File: config.mk
export PLATFORM = sky130hd
export DESIGN_NAME = all_gates
export DESIGN_NICKNAME = d
export VERILOG_FILES = /design/src/rtl/all_gates.sv
export SDC_FILE = /design/constraint.sdc
export NUM_CORES = 1
export LEC_CHECK = 0
export CAP_MARGIN = 10
export CORE_AREA = 2 2 39 41
export CTS_BUF_LIST = sky130_fd_sc_hd__clkbuf_4
export DETAILED_ROUTE_END_ITERATION = 10
export DIE_AREA = 0 0 41 43
export DONT_BUFFER_PORTS = 1
export PLACE_DENSITY = 0.38
export SLEW_MARGIN = 20
export SYNTH_ARGS = -nofsm -noshare
export SYNTH_HDL_FRONTEND = slang
export SYNTH_SLANG_ARGS = --single-unit
File: constraint.sdc
create_clock -name clk -period 0.8 [get_ports clk]
set_input_delay 0.16 -clock clk [delete_from_list [all_inputs] [get_ports clk]]
set_output_delay 0.16 -clock clk [all_outputs]
set_load 0.05 [all_outputs]
File: src/rtl/all_gates.sv
// Registered two-input gate bank (AND/OR/NOT-A/NAND/NOR/XOR/XNOR on y1..y7).
// Define ALLGATE_BIST_EN to compile in the four-pattern built-in self-test.
module all_gates (
  input  logic clk,
  input  logic rst_n,
  input  logic a,
  input  logic b,
`ifdef ALLGATE_BIST_EN
  input  logic bist_start,
  output logic bist_busy,
  output logic bist_done,
  output logic bist_pass,
`endif
  output logic y1,
  output logic y2,
  output logic y3,
  output logic y4,
  output logic y5,
  output logic y6,
  output logic y7
);

  // Bit 6 is y1, bit 0 is y7.
  function automatic logic [6:0] gates(input logic [1:0] ab);
    logic fa;
    logic fb;
    fa = ab[1];
    fb = ab[0];
    return {fa & fb, fa | fb, ~fa, ~(fa & fb), ~(fa | fb), fa ^ fb, ~(fa ^ fb)};
  endfunction

  logic [1:0] pair_d;
  logic [6:0] y_d;
  logic [6:0] y_q;

`ifdef ALLGATE_BIST_EN
  typedef enum logic [1:0] {
    ST_IDLE = 2'd0,
    ST_RUN  = 2'd1,
    ST_DONE = 2'd2
  } bist_state_t;

  // Independent truth table, so a broken gate core is caught by the self-test.
  function automatic logic [6:0] golden(input logic [1:0] ab);
    logic [6:0] g;
    case (ab)
      2'b00:   g = 7'b0011101;
      2'b01:   g = 7'b0111010;
      2'b10:   g = 7'b0101010;
      default: g = 7'b1100001;
    endcase
    return g;
  endfunction

  bist_state_t state_q;
  logic [1:0]  idx_q;
  logic        fail_q;
  logic        busy_q;
  logic        done_q;
  logic        pass_q;
  logic        mismatch_d;

  assign pair_d     = (state_q == ST_RUN) ? idx_q : {a, b};
  assign mismatch_d = (gates(idx_q) != golden(idx_q));

  always_ff @(posedge clk or negedge rst_n) begin
    if (!rst_n) begin
      state_q <= ST_IDLE;
      idx_q   <= 2'd0;
      fail_q  <= 1'b0;
      busy_q  <= 1'b0;
      done_q  <= 1'b0;
      pass_q  <= 1'b0;
    end else begin
      case (state_q)
        ST_IDLE: begin
          if (bist_start) begin
            state_q <= ST_RUN;
            idx_q   <= 2'd0;
            fail_q  <= 1'b0;
            busy_q  <= 1'b1;
          end
        end
        ST_RUN: begin
          fail_q <= fail_q | mismatch_d;
          idx_q  <= idx_q + 2'd1;
          if (idx_q == 2'd3) begin
            state_q <= ST_DONE;
            busy_q  <= 1'b0;
            done_q  <= 1'b1;
            pass_q  <= ~(fail_q | mismatch_d);
          end
        end
        default: begin
          state_q <= ST_IDLE;
          done_q  <= 1'b0;
        end
      endcase
    end
  end

  assign bist_busy = busy_q;
  assign bist_done = done_q;
  assign bist_pass = pass_q;
`else
  assign pair_d = {a, b};
`endif

  assign y_d = gates(pair_d);

  always_ff @(posedge clk or negedge rst_n) begin
    if (!rst_n) begin
      y_q <= 7'd0;
    end else begin
      y_q <= y_d;
    end
  end

  assign {y1, y2, y3, y4, y5, y6, y7} = y_q;

endmodule

* Word-level counts from Yosys, hierarchy flattened
Cells that the tools add are included.
** Operators by class
- Bitwise logic cells :: 7
** Operators by type and width (number)
- 1-bit NOT :: 4
- 1-bit bitwise AND :: 1
- 1-bit bitwise OR :: 1
- 1-bit bitwise XOR :: 1
** Word-level totals
- Input bits :: 4
- Flip-flop bits (word level) :: 7
- Word-level logic and storage cells :: 8
- Output and inout port bits :: 7

* Longest topological paths before layout
- Word-level depth :: 2
- Depth in mapped cells :: 3
- Gate-level depth less buffers :: 3

* Least setup slack after synthesis
OpenSTA, ideal clock, no wires.
- Kind :: register to output
- Start :: register y_q[6]
- End :: output port y1
- Data arrival time :: 0.586 ns
- Path slack :: 0.054 ns
- Stages on the path, launching flop included :: 1
- Required time :: 0.640 ns
- Path buffers :: 0
- Cells stage by stage :: dfrtp_1
** RTL lines
- from (decl) :: line 34 : logic [6:0] y_q;
- from (signal assigned) :: line 115 : y_q <= y_d;
- to (decl) :: line 14 : output logic y1,
No word-level cell between the ends.

* Worst setup path after layout
- Start :: register y_q[1]
- End :: output port y6
** RTL lines
- to (decl) :: line 19 : output logic y6,
No word-level cell between the ends.

==> results.yml <==
placed_design:
  io_buffers: 0
  globalplace.congestion: 0.607
  dpl.hpwl_um: 273
  place_ws_ps: 99.8
timing:
  fin_ws_ps: -152
  finalCritPeriodShare_pct: 119
  hold_viol: 0
  maxSlewHeadroom_pct: 80.1
  setup_viol_count_final: 7
  worstMarginPinSlew_ps: 298
  clock.fmax_mhz: 1050
  slew_violations: 0
  rsz0062_at_grt: "yes"
  fin_hold_ws_ps: 10.8
  period_minus_slack_ps: 952
yosys:
  netlist_instances: 16
  netlist.area_leader.share_pct: 71.8
  synthXorXnorAreaFrac_pct: 0
  syn_area_per_cell_um2: 15.2
  ys_seq_area_share_pct: 71.8
  synth_top_cell_by_area: "dfrtp_1"
  synth_fp_nets: 24
  ys_seq_elements: 7
  synth_mux_area_share_pct: 0
  synth_top_family_by_area: "adder cells"
  netlist_top_cells_area: "dfrtp_1 72%, ha_1 21%, inv_1 7.7%"
  synth_cell_types: 3
  synth_compound_area_share_pct: 0
  yosys.area_share.simple_pct: 0
  synth_fa_ha_area_share_pct: 20.5
  synthesis.area_um2: 244
  ys_warn_count: 0
worst_setup_path:
  slowest_stage: "dfrtp_1"
  start_kind: "flip-flop"
  path_class: "flip-flop to output port"
  cpPeakStageDelay_ps: 390
  crit_path_max_fanout: 1
  path_cells: "buf_12"
  cp_num_buf_inv: 1
  endpoint_kind: "output port"
  critPathArrivalTime_ps: 790
  critPathLaunch: "y_q[1]"
  cp_top_family: "flip-flops"
  worstPathRequired_ps: 640
clock_network:
  numCtsBuffers: 3
  clk_pin_slew_ps: 50
  clock_sinks: 7
  cts-resized-gates: 0
  clockBufferDepth: 2
  cts_tree: "built"
  cts_root_buf: "clkbuf_4"
  ctsHtreeMaxLevel: 1
cells_and_area:
  drive_gt1_share_pct: 39.3
  diodes: 0
  fill_cells: 145
  syn_to_final_growth_pct: 82.1
  nNetsFinal: 37
  utilization_pct: 32.1
  largest_reg_flops: 7
  top_register: "y_q"
  top_regs: "y_q (7)"
global_route:
  grt_max_degree: 8
  grt_use_total_pct: 5.50
  grt_pass1_wl_um: 552
  gr-total-overflow: 0
  antenna_found_initial: 0
  grt_pass1_vias: 155
outcome:
  violations: "negative setup slack"
  status: "finished, violations left"
routing:
  dr.pass1.iters: 1
  wl_per_cell_um: 7.48
  antenna_left: 0
  first_iter_violations: 0
  route.detailed.drc: 0
  via_per_inst: 2.93
  vias: 129
  routed_wl_um: 329
floorplanning:
  core_area_um2: 1380
  ioPinCount: 11
  dieWidth_um: 41
  rows: 14
  fp.dieH_um: 43
  die_area_um2: 1760
  initial_utilization_pct: 17.6
worst_hold_path:
  hold_path_class: "input port to flip-flop"
  min_from: "a"
pwr:
  power_leakage_nw: 0.222
  power.total_w: 0.000945
  vdd_drop_max_mv: 0.566
  p_per_area_nw_per_um2: 2130
flow_run:
  maxCapViolations: 0
==> power by group <==
| group | switching (W) | total (W) | internal [W] |
|---|---|---|---|
| Clock | 0.000118 | 0.000341 | 0.000223 |
| Combinational | 0.000109 | 0.000207 | 0.0000981 |
| Sequential | 0.0000186 | 0.000397 | 0.000378 |
| Total | 0.000245 | 0.000945 | 0.000700 |
==> placed cells by master, fill, tap and decap left out <==
master,netlist,routed
dfrtp_1,7,7
clkbuf_4,0,4
inv_1,5,5
dlygate4sd3_1,0,1
ha_1,4,4
buf_12,0,7
==> cell type report <==
cell class | instances | area [um2] | share of cell area (%)
tap | 16 | 20.0 | 4.51
multi-input combinational | 4 | 50.0 | 11.3
timing repair buffer | 8 | 150 | 33.8
sequential | 7 | 175 | 39.4
inverter | 5 | 18.8 | 4.23
clock buffer | 4 | 30.0 | 6.76
==> cells in the mapped netlist <==
master	instances
ha_1	4
dfrtp_1	7
inv_1	5
==> what timing repair did <==
item / 4_1_cts / 5_1_grt
hold buffers: 1 / 0
hold endpoints to repair: 7 / 0
endpoints found under the setup margin: 7 / 7
buffers inserted: 0 / 0
==> routing by layer <==
metal  wire length, um  global-route usage (%)
met5                 0                       0
met4                 0                    10.0
met3                39                    2.09
met2               191                    6.88
met1                99                    4.39
==> metrics by stage <==
step,TNS [ps],instances,area (um2)
floorplan,0,16,244
global placement,0,39,404
detailed placement,0,39,404
CTS,-1120,44,444
global route,-1230,44,444
finish,-1020,44,444
==> cell families (layout without fill, tap and decap cells) <==
family | count (synthesis) | in the layout
DFF | 7 | 7
buffers and inverters | 5 | 17
adders and majority gates | 4 | 4
==> worst paths after layout <==
check	cells past startpoint	end	slack [ps]
worst max-delay path	1	y6	-150
worst min-delay path	1	y_q[4]	10
max in group asynchronous	1	y_q[3]	340
min in group asynchronous	1	y_q[5]	230
No activity file was read; power rests on OpenSTA's default activity.
